**config.mk**
```make
export PLATFORM = sky130hd
export DESIGN_NAME = quad_encoder_position_flat
export DESIGN_NICKNAME = d
export VERILOG_FILES = /design/src/rtl/quad_encoder_position_pkg.sv /design/src/rtl/quad_encoder_position_if.sv /design/src/rtl/quad_encoder_position_enc_sync_filter.sv /design/src/rtl/quad_encoder_position.sv /design/src/flat_wrapper.sv
export SDC_FILE = /design/constraint.sdc
export NUM_CORES = 1
export LEC_CHECK = 0
export CAP_MARGIN = 20
export CORE_ASPECT_RATIO = 0.7
export CORE_MARGIN = 2
export CORE_UTILIZATION = 39
export CTS_CLUSTER_DIAMETER = 80
export DETAILED_ROUTE_END_ITERATION = 10
export PLACE_DENSITY_LB_ADDON = 0.05
export SYNTH_ARGS = -nofsm -noshare
export SYNTH_HDL_FRONTEND = slang
export SYNTH_SLANG_ARGS = --single-unit
```
**constraint.sdc**
```tcl
create_clock -name CLK -period 2.6 [get_ports CLK]
set_input_delay 0.39 -clock CLK [delete_from_list [all_inputs] [get_ports CLK]]
set_output_delay 0.39 -clock CLK [all_outputs]
set_load 0.05 [all_outputs]
```
**src/rtl/quad_encoder_position_pkg.sv**
```systemverilog
// -----------------------------------------------------------------------------
// quad_encoder_position_pkg
//   Shared constants and types for the quadrature encoder decoder.
//   - Gray-code A/B state constants ({A,B} bit order)
//   - decoder FSM state type
//   - default position width / counts-per-rev shared with the PWM generator
//   - helper returning the next A/B state in the forward direction
// -----------------------------------------------------------------------------
package quad_encoder_position_pkg;

   localparam int DEFAULT_WIDTH = 10;
   localparam int DEFAULT_PPR   = 1024;

   localparam logic [1:0] AB_00 = 2'b00;
   localparam logic [1:0] AB_01 = 2'b01;
   localparam logic [1:0] AB_11 = 2'b11;
   localparam logic [1:0] AB_10 = 2'b10;

   typedef enum logic {
      ST_INIT  = 1'b0,
      ST_TRACK = 1'b1
   } dec_state_t;

   // Forward sequence is 00 -> 01 -> 11 -> 10 -> 00.
   function automatic logic [1:0] gray_fwd(input logic [1:0] ab);
      logic [1:0] nxt;
      case (ab)
         AB_00:   nxt = AB_01;
         AB_01:   nxt = AB_11;
         AB_11:   nxt = AB_10;
         default: nxt = AB_00;
      endcase
      return nxt;
   endfunction

endpackage

```
**src/rtl/quad_encoder_position_if.sv**
```systemverilog
// -----------------------------------------------------------------------------
// quad_encoder_position_if
//   Bundles the encoder pins, control requests and decoded outputs.
//   master : drives encoder pins and requests, observes outputs (stimulus side)
//   slave  : the decoder; receives pins and requests, drives outputs
//   Signals:
//     enc_a, enc_b, enc_z  encoder channels (asynchronous to CLK)
//     zero_req, err_clr    synchronous control requests
//     Position [WIDTH]     wrapped count 0..PPR-1
//     dir, step, err, index_seen  status outputs
// -----------------------------------------------------------------------------
interface quad_encoder_position_if
   import quad_encoder_position_pkg::*;
#(
   parameter int WIDTH = DEFAULT_WIDTH
) ();

   logic             enc_a;
   logic             enc_b;
   logic             enc_z;
   logic             zero_req;
   logic             err_clr;
   logic [WIDTH-1:0] Position;
   logic             dir;
   logic             step;
   logic             err;
   logic             index_seen;

   modport master (
      output enc_a, enc_b, enc_z, zero_req, err_clr,
      input  Position, dir, step, err, index_seen
   );

   modport slave (
      input  enc_a, enc_b, enc_z, zero_req, err_clr,
      output Position, dir, step, err, index_seen
   );

endinterface

```
**src/rtl/quad_encoder_position_enc_sync_filter.sv**
```systemverilog
// -----------------------------------------------------------------------------
// enc_sync_filter
//   2-FF synchronizer followed by a stability filter for one encoder pin.
//   The filtered output follows the synchronized input only after the two
//   have differed for FILT consecutive samples; shorter pulses are dropped.
//   Ports:
//     CLK, reset_n  clock / asynchronous active-low reset
//     din           raw pin, asynchronous to CLK
//     dout          filtered level
//     primed        high once dout holds a genuine pin sample
// -----------------------------------------------------------------------------
module enc_sync_filter #(
   parameter int FILT = 3
) (
   input  logic CLK,
   input  logic reset_n,
   input  logic din,
   output logic dout,
   output logic primed
);

   localparam int             CW       = (FILT < 2) ? 1 : $clog2(FILT);
   localparam logic [CW-1:0]  CNT_LAST = CW'(FILT - 1);

   logic          sync1_reg;
   logic          sync2_reg;
   logic [1:0]    valid_reg;
   logic [CW-1:0] cnt_reg;
   logic          dout_reg;
   logic          primed_reg;

   always_ff @(posedge CLK or negedge reset_n) begin
      if (!reset_n) begin
         sync1_reg  <= 1'b0;
         sync2_reg  <= 1'b0;
         valid_reg  <= 2'b00;
         cnt_reg    <= '0;
         dout_reg   <= 1'b0;
         primed_reg <= 1'b0;
      end else begin
         sync1_reg <= din;
         sync2_reg <= sync1_reg;
         valid_reg <= {valid_reg[0], 1'b1};

         if (!primed_reg) begin
            // The first real sample is adopted directly, so a pin that is
            // already high at reset release is not mistaken for an edge.
            cnt_reg <= '0;
            if (valid_reg[1]) begin
               dout_reg   <= sync2_reg;
               primed_reg <= 1'b1;
            end
         end else if (sync2_reg == dout_reg) begin
            cnt_reg <= '0;
         end else if (cnt_reg == CNT_LAST) begin
            dout_reg <= sync2_reg;
            cnt_reg  <= '0;
         end else begin
            cnt_reg <= cnt_reg + CW'(1);
         end
      end
   end

   assign dout   = dout_reg;
   assign primed = primed_reg;

endmodule

```
**src/rtl/quad_encoder_position.sv**
```systemverilog
// -----------------------------------------------------------------------------
// quad_encoder_position
//   4x quadrature decoder producing a mod-PPR position count for the PWM
//   generator, plus direction, per-count step strobe, sticky illegal-transition
//   flag and sticky index-seen flag.
//   Ports:
//     CLK      system clock (posedge)
//     reset_n  asynchronous active-low reset
//     bus      slave side of quad_encoder_position_if (pins, requests, outputs)
//   Parameters: WIDTH, PPR (2..2**WIDTH), FILT (>=1), INDEX_EN (1 = Z clears).
// -----------------------------------------------------------------------------
module quad_encoder_position
   import quad_encoder_position_pkg::*;
#(
   parameter int WIDTH    = DEFAULT_WIDTH,
   parameter int PPR      = DEFAULT_PPR,
   parameter int FILT     = 3,
   parameter int INDEX_EN = 1
) (
   input  logic                   CLK,
   input  logic                   reset_n,
   quad_encoder_position_if.slave bus
);

   localparam logic [WIDTH-1:0] POS_LAST = WIDTH'(PPR - 1);

   // Bit 2 = Z, bit 1 = A, bit 0 = B, so filt_vec[1:0] is {A,B}.
   logic [2:0] pin_vec;
   logic [2:0] filt_vec;
   logic [2:0] primed_vec;

   assign pin_vec = {bus.enc_z, bus.enc_a, bus.enc_b};

   genvar gi;
   generate
      for (gi = 0; gi < 3; gi++) begin : g_in
         enc_sync_filter #(
            .FILT (FILT)
         ) u_filt (
            .CLK     (CLK),
            .reset_n (reset_n),
            .din     (pin_vec[gi]),
            .dout    (filt_vec[gi]),
            .primed  (primed_vec[gi])
         );
      end
   endgenerate

   dec_state_t       state_reg;
   logic [1:0]       prev_ab_reg;
   logic             z_prev_reg;
   logic [WIDTH-1:0] position_reg;
   logic             dir_reg;
   logic             step_reg;
   logic             err_reg;
   logic             index_seen_reg;

   logic [1:0]       cur_ab;
   logic             is_fwd;
   logic             is_rev;
   logic             is_bad;
   logic             z_rise;
   logic [WIDTH-1:0] pos_inc;
   logic [WIDTH-1:0] pos_dec;

   always_comb begin
      cur_ab  = filt_vec[1:0];
      is_fwd  = (cur_ab == gray_fwd(prev_ab_reg));
      is_rev  = (prev_ab_reg == gray_fwd(cur_ab));
      is_bad  = ((prev_ab_reg ^ cur_ab) == 2'b11);
      z_rise  = filt_vec[2] & ~z_prev_reg;
      // Wrap at PPR rather than at 2**WIDTH.
      pos_inc = (position_reg == POS_LAST) ? '0 : position_reg + WIDTH'(1);
      pos_dec = (position_reg == '0) ? POS_LAST : position_reg - WIDTH'(1);
   end

   always_ff @(posedge CLK or negedge reset_n) begin
      if (!reset_n) begin
         state_reg      <= ST_INIT;
         prev_ab_reg    <= AB_00;
         z_prev_reg     <= 1'b0;
         position_reg   <= '0;
         dir_reg        <= 1'b0;
         step_reg       <= 1'b0;
         err_reg        <= 1'b0;
         index_seen_reg <= 1'b0;
      end else begin
         step_reg <= 1'b0;
         // A fault detected below overrides this clear in the same cycle.
         if (bus.err_clr) begin
            err_reg <= 1'b0;
         end

         case (state_reg)
            ST_INIT: begin
               if (bus.zero_req) begin
                  position_reg <= '0;
               end
               // Wait until every filter carries a real pin sample, then take
               // it as the reference without counting or flagging.
               if (&primed_vec) begin
                  prev_ab_reg <= cur_ab;
                  z_prev_reg  <= filt_vec[2];
                  state_reg   <= ST_TRACK;
               end
            end

            ST_TRACK: begin
               prev_ab_reg <= cur_ab;
               z_prev_reg  <= filt_vec[2];

               // Direction tracks every valid count, even a discarded one.
               if (is_fwd) begin
                  dir_reg <= 1'b1;
               end else if (is_rev) begin
                  dir_reg <= 1'b0;
               end

               if (is_bad) begin
                  err_reg <= 1'b1;
               end

               if (z_rise) begin
                  index_seen_reg <= 1'b1;
               end

               if (bus.zero_req) begin
                  position_reg <= '0;
               end else if (z_rise && (INDEX_EN != 0)) begin
                  position_reg <= '0;
               end else if (is_fwd) begin
                  position_reg <= pos_inc;
                  step_reg     <= 1'b1;
               end else if (is_rev) begin
                  position_reg <= pos_dec;
                  step_reg     <= 1'b1;
               end
            end

            default: state_reg <= ST_INIT;
         endcase
      end
   end

   assign bus.Position   = position_reg;
   assign bus.dir        = dir_reg;
   assign bus.step       = step_reg;
   assign bus.err        = err_reg;
   assign bus.index_seen = index_seen_reg;

endmodule

```
**src/flat_wrapper.sv**
```systemverilog
// flat-port wrapper written by rule: the top's interface ports become plain ports
module quad_encoder_position_flat import quad_encoder_position_pkg::*;
#(
   parameter int WIDTH    = DEFAULT_WIDTH,
   parameter int PPR      = DEFAULT_PPR,
   parameter int FILT     = 3,
   parameter int INDEX_EN = 1
)
  (CLK, reset_n, bus_enc_a, bus_enc_b, bus_enc_z, bus_zero_req, bus_err_clr, bus_Position, bus_dir, bus_step, bus_err, bus_index_seen);
  quad_encoder_position_if #(.WIDTH(WIDTH)) bus_i ();
  input  logic CLK;
  input  logic reset_n;
  input wire logic [$bits(bus_i.enc_a)-1:0] bus_enc_a;
  input wire logic [$bits(bus_i.enc_b)-1:0] bus_enc_b;
  input wire logic [$bits(bus_i.enc_z)-1:0] bus_enc_z;
  input wire logic [$bits(bus_i.zero_req)-1:0] bus_zero_req;
  input wire logic [$bits(bus_i.err_clr)-1:0] bus_err_clr;
  output wire logic [$bits(bus_i.Position)-1:0] bus_Position;
  output wire logic [$bits(bus_i.dir)-1:0] bus_dir;
  output wire logic [$bits(bus_i.step)-1:0] bus_step;
  output wire logic [$bits(bus_i.err)-1:0] bus_err;
  output wire logic [$bits(bus_i.index_seen)-1:0] bus_index_seen;
  assign bus_i.enc_a = bus_enc_a;
  assign bus_i.enc_b = bus_enc_b;
  assign bus_i.enc_z = bus_enc_z;
  assign bus_i.zero_req = bus_zero_req;
  assign bus_i.err_clr = bus_err_clr;
  assign bus_Position = bus_i.Position;
  assign bus_dir = bus_i.dir;
  assign bus_step = bus_i.step;
  assign bus_err = bus_i.err;
  assign bus_index_seen = bus_i.index_seen;
  quad_encoder_position #(.WIDTH(WIDTH), .PPR(PPR), .FILT(FILT), .INDEX_EN(INDEX_EN)) u_core (.CLK(CLK), .reset_n(reset_n), .bus(bus_i));
endmodule
```
==> run metrics, run 1 <==
hold crit path type=in2async; Die H=62.9 um; CTS Hold Bufs=0; first-pass GRT wire length=7.02 mm; post-CTS sizing=0; RSZ-0062 raised after global routing=false; share of cells above drive strength 1=0.119; post-synth top area share=0.492; Mapped Cells=183; CTS tree=done; pwr dens=1400 nW/um^2; # nets final=209; io pins=21; CTS Buf Count=5; Worst-Skew Late Latency=0.29 ns; total grt overflow=0; critical path's slowest cell=dfrtp_1; Core Area=4780 sq um; Final Hold Vio Count=0; Max Cap Violations=0; Root Buffer=clkbuf_8; Worst EP required=2.83 ns; Seq/Total Area, Yosys=0.492; Largest delay share family, worst path=simple AND/OR/NAND/NOR gates; ys flop type=dfrtp_1; static leakage=0.921 nW; CP Buf/Inv Count=1; most common cell in the synthesized netlist=dfrtp_1; Layout area overhead=19.4%; CTS clk-pin slew, worst paths=0.08 ns; asr flop ratio synth=1.00; port bufs=20; routed len/inst=15.1 um; number of enable flip-flop cells after synthesis=0; final setup fails=0; HPWL Detailed=2.98 mm; # Post-CTS Setup Buffers=0; critical-path cell list=inv_1, ha_1, nor4b_2, o21ai_0, mux2i_1, or4b_1, a21bo_1; Max H-tree Level=2; flops & latches, synth=38; WL final=4.09 mm; cell taking the most area after synthesis=dfrtp_1; # DRC=0; status=finished clean; Final TNS setup=0 ns; count of unique library cells instantiated by Yosys=53; Syn Nets=192; DR vias=1472; Tcrit/Tclk final=0.853; router iterations before antenna repair=4; GR Util All Layers=0.165; largest net degree at the start of global routing=39; worst setup path category=reg2reg; Crit path arrival time=2.45 ns; Cell Area, Synth=1930 sq um; R2R Path Start=u_core.bus.Position[0]; CP max stage delay=0.48 ns; fin. max-slew vios=0; Synth Warn #=0; post-route ant nets=0; Pwr Total=3.24 mW; Die X=88.1 um; Slew HR=0.445; gpl congestion=0.884; die footprint=5540 sq um; Clock Skew=0.00709 ns; highest clock rate=451 MHz; Initial Utilization=0.404; DRT iter0 DRCs=92; Max FO, Critical Path=10; largest cells by area after synthesis=dfrtp_1, xnor2_1, mux2_2; Avg Vias per Cell=5.45; CP startpoint=u_core.bus.Position[0]; Max clock buf depth=2; post-route minimum period=2.22 ns; max reg flops=10; CP endpoint kind=register; row cnt=21; top cells by count, synth=dfrtp_1, inv_1, nor2_1, o21ai_0; Worst Max-Slew Pin Slew=0.832 ns; vias in the first global route=1471; mean post-synth cell area=10.6 sq um; Critical Path Source Type=register; antenna violations before repair=0; antenna fix cells=0; Clock Sinks=38; VDD IR max=0.570 mV
## where the power goes
| group | switching [mW] | internal (mW) |
|---|---|---|
| clock network | 0.203 | 0.409 |
| logic | 0.953 | 0.673 |
| registers | 0.237 | 0.762 |
## final timing paths
kind | endpoint | cells past startpoint | slack, ns
min in group CLK | u_core.g_in[0].u_filt.valid_reg[1] | 0 | 0.36
worst max register to register | u_core.bus.Position[6] | 7 | 0.38
worst min-delay path | u_core.g_in[0].u_filt.valid_reg[0] | 1 | 0.19
worst max-delay path | u_core.bus.Position[6] | 7 | 0.38
max in group asynchronous | u_core.g_in[0].u_filt.cnt_reg[1] | 1 | 1.88
worst min register to register | u_core.g_in[0].u_filt.valid_reg[1] | 0 | 0.36
## cell type report
| cell class | count | area [sq um] |
|---|---|---|
| sequential | 38 | 951 |
| multi-input combinational | 125 | 890 |
| inverter | 9 | 33.8 |
| fill | 444 | 2480 |
| clock buffer | 6 | 82.6 |
| clock inverter | 2 | 60.1 |
| tap | 69 | 86.3 |
| timing repair buffer | 21 | 203 |
## cells by family after synthesis
logic type                 Yosys count  synth area share
other                                1           0.00194
AOI/OAI and AO/OA                   48             0.175
buffers and inverters               20            0.0473
DFF                                 38             0.492
xor gates and xnor gates            12            0.0583
muxes                                7            0.0402
adders and majority gates            2            0.0130
and+or+nand+nor                     55             0.172
## routing by layer
layer  vias up  global-route usage  wire, um
li1        704                   -         -
met1       718               0.239      2010
met2        45               0.233      1720
met3         5              0.0581       318
met4         0              0.0455        43
met5         -                   0         0
## layout by cell type, fill, tap and decap left out, types with 2 or more instances in the layout
cell type        Yosys  final
dfrtp_1             38     38
nor4b_1              3      3
xnor2_1              8      8
a211oi_1             3      3
nand4_1              2      2
inv_1                9      9
or2_2                4      4
nor2_1               9      9
o21ai_0              9      9
o31ai_1              3      3
clkdlybuf4s50_1      0     19
nand2_1              8      8
nor3_1               4      4
ha_1                 2      2
bufinv_16            0      2
a211o_1              2      2
nor4bb_1             3      3
a31oi_1              3      3
a21oi_1              8      8
o21a_1               2      2
a21o_1               2      2
clkbuf_8             0      6
mux2_2               6      6
o41ai_1              2      2
nand3_1              6      6
a22o_1               4      4
nor4_1               3      3
nand3b_1             3      3
xor2_1               3      3
## stage by stage
step	hold slack [ns]	util	std cells	area, sq um	setup WS (ns)
global route	0.266	0.482	270	2310	0.216
global placement	0.333	0.452	262	2160	0.531
finish	0.193	0.482	270	2310	0.382
CTS	0.219	0.482	270	2310	0.421
detailed placement	0.336	0.452	262	2160	0.438
floorplan	0.0944	-	183	1930	0.357
Power figures use the tool's default switching activity.
==> run 2, diff against run 1 <==
- CTS_BUF_LIST: unset -> sky130_fd_sc_hd__clkbuf_4 sky130_fd_sc_hd__clkbuf_8
==> results of run 2 <==
Final layout, timing and power as in run 1 (identical DEF).
==> run 3, diff against run 2 <==
- CORE_ASPECT_RATIO: 0.7 -> unset
==> run 3 against run 2 <==
Against the previous run: die area decreased by 0.16%; combinational power about the same; register-to-register slack improved by 0.02 ns; sequential cell count unchanged; power about the same; final cell count decreased by 0.74%; clock power about the same; clock-buffer cell count unchanged; critical endpoint unchanged; first-iteration DRC count increased by 43%.
==> run metrics, run 3 (same netlist as run 1, synthesis figures left out) <==
CP endpoint kind=register; routed len/inst=14.9 um; CP Buf/Inv Count=1; post-layout util=0.484; Avg Vias per Cell=5.44; # Post-CTS Setup Buffers=0; FF+latch area=951 sq um; WL final=3.99 mm; share of cells above drive strength 1=0.119; row cnt=25; Initial Utilization=0.406; port bufs=20; RSZ-0062 raised after global routing=false; VDD IR max=0.516 mV; hold crit path type=in2async; post-route ant nets=0; Final TNS setup=0 ns; DR vias=1459; antenna fix cells=0; Fillers=444; Worst Max-Slew Pin Slew=0.837 ns; largest net degree at the start of global routing=39; # DRC=0; Multi-input gate area=890 sq um; DRT iter0 DRCs=132; Max Cap Violations=0; pwr dens=1410 nW/um^2; Place WS=0.424 ns; CTS Hold Bufs=0; critical path's slowest cell=dfrtp_1; post-CTS sizing=0; Root Buffer=clkbuf_8; Clock Sinks=38; io pins=21; GR Util All Layers=0.167; max reg flops=10; antenna violations before repair=0; CTS tree=done; Worst EP required=2.83 ns; Max FO, Critical Path=10; Max clock buf depth=2; Max H-tree Level=2; CTS clk-pin slew, worst paths=0.08 ns; Worst-Skew Late Latency=0.28 ns; Tcrit/Tclk final=0.846; Clock Skew=0.00374 ns; Die X=74.4 um; fin. max-slew vios=0; first-pass GRT wire length=6.95 mm; highest clock rate=455 MHz; Crit path arrival time=2.43 ns; Critical Path Source Type=register; commonest non-fill, non-tap cell in the layout=dfrtp_1; Largest delay share family, worst path=simple AND/OR/NAND/NOR gates; die footprint=5530 sq um; Final Hold Vio Count=0; commonest non-fill, non-tap cells in the layout=dfrtp_1, clkdlybuf4s50_1, inv_1, nor2_1, o21ai_0; # nets final=209; Core Area=4750 sq um; Die H=74.4 um; Slew HR=0.442; critical-path cell list=inv_1, ha_1, nor4b_2, o21ai_0, mux2i_1, or4b_1, a21bo_1; Worst Hold Slack=0.194 ns; post-route minimum period=2.20 ns; final setup fails=0; HPWL Detailed=2.90 mm; gpl congestion=0.884; status=finished clean; vias in the first global route=1491; static leakage=0.921 nW; total grt overflow=0; CP max stage delay=0.49 ns; Layout area overhead=19.2%; worst setup path category=reg2reg; Setup WS post-layout=0.401 ns; router iterations before antenna repair=4; CTS Buf Count=5
## run 3: path summary, 6_finish.rpt
path	slack, ns	depth (start not counted)	end	startpoint
worst max-delay path	0.40	7	u_core.bus.Position[6]	u_core.bus.Position[0]
worst min-delay path	0.19	1	u_core.bus.Position[3]	reset_n
worst max register to register	0.40	7	u_core.bus.Position[6]	u_core.bus.Position[0]
worst min register to register	0.36	0	u_core.g_in[1].u_filt.sync2_reg	u_core.g_in[1].u_filt.sync1_reg
max in group asynchronous	1.87	1	u_core.z_prev_reg	reset_n
min in group CLK	0.36	0	u_core.g_in[1].u_filt.sync2_reg	u_core.g_in[1].u_filt.sync1_reg
## run 3: worst register-to-register path: stages, from the launching register on
cell and delay [ns]:
dfrtp_1 0.49, inv_1 0.10, ha_1 0.21, nor4b_2 0.25, o21ai_0 0.23, mux2i_1 0.21
or4b_1 0.47, a21bo_1 0.20
## run 3: report_power, final
| group | total [mW] | internal (mW) | switching, mW |
|---|---|---|---|
| Sequential | 0.999 | 0.762 | 0.237 |
| Combinational | 1.62 | 0.673 | 0.950 |
| Clock | 0.615 | 0.409 | 0.206 |
## run 3: layout make-up
| cell class | instances | area share |
|---|---|---|
| Clock buffer | 6 | 0.0359 |
| Inverter | 9 | 0.0147 |
| Multi-Input combinational cell | 125 | 0.386 |
| Sequential cell | 38 | 0.413 |
| Timing Repair Buffer | 21 | 0.0880 |
| Tap cell | 67 | 0.0364 |
| Clock inverter | 2 | 0.0261 |
## run 3: per-stage QoR
step / instance area, sq um / power (mW) / instances
after floorplan: 1930 / 2.21 / 183
after global placement: 2160 / 2.60 / 260
after detailed placement: 2160 / 2.63 / 260
after CTS: 2300 / 3.26 / 268
after global routing: 2300 / 3.48 / 268
final: 2300 / 3.24 / 268
## run 3: routing by layer
layer / routed length [um] / global-route usage / vias up
li1: - / - / 703
met1: 1740 / 0.204 / 704
met2: 1990 / 0.282 / 41
met3: 149 / 0.0366 / 11
met4: 113 / 0.0774 / 0
met5: 0 / 0 / -
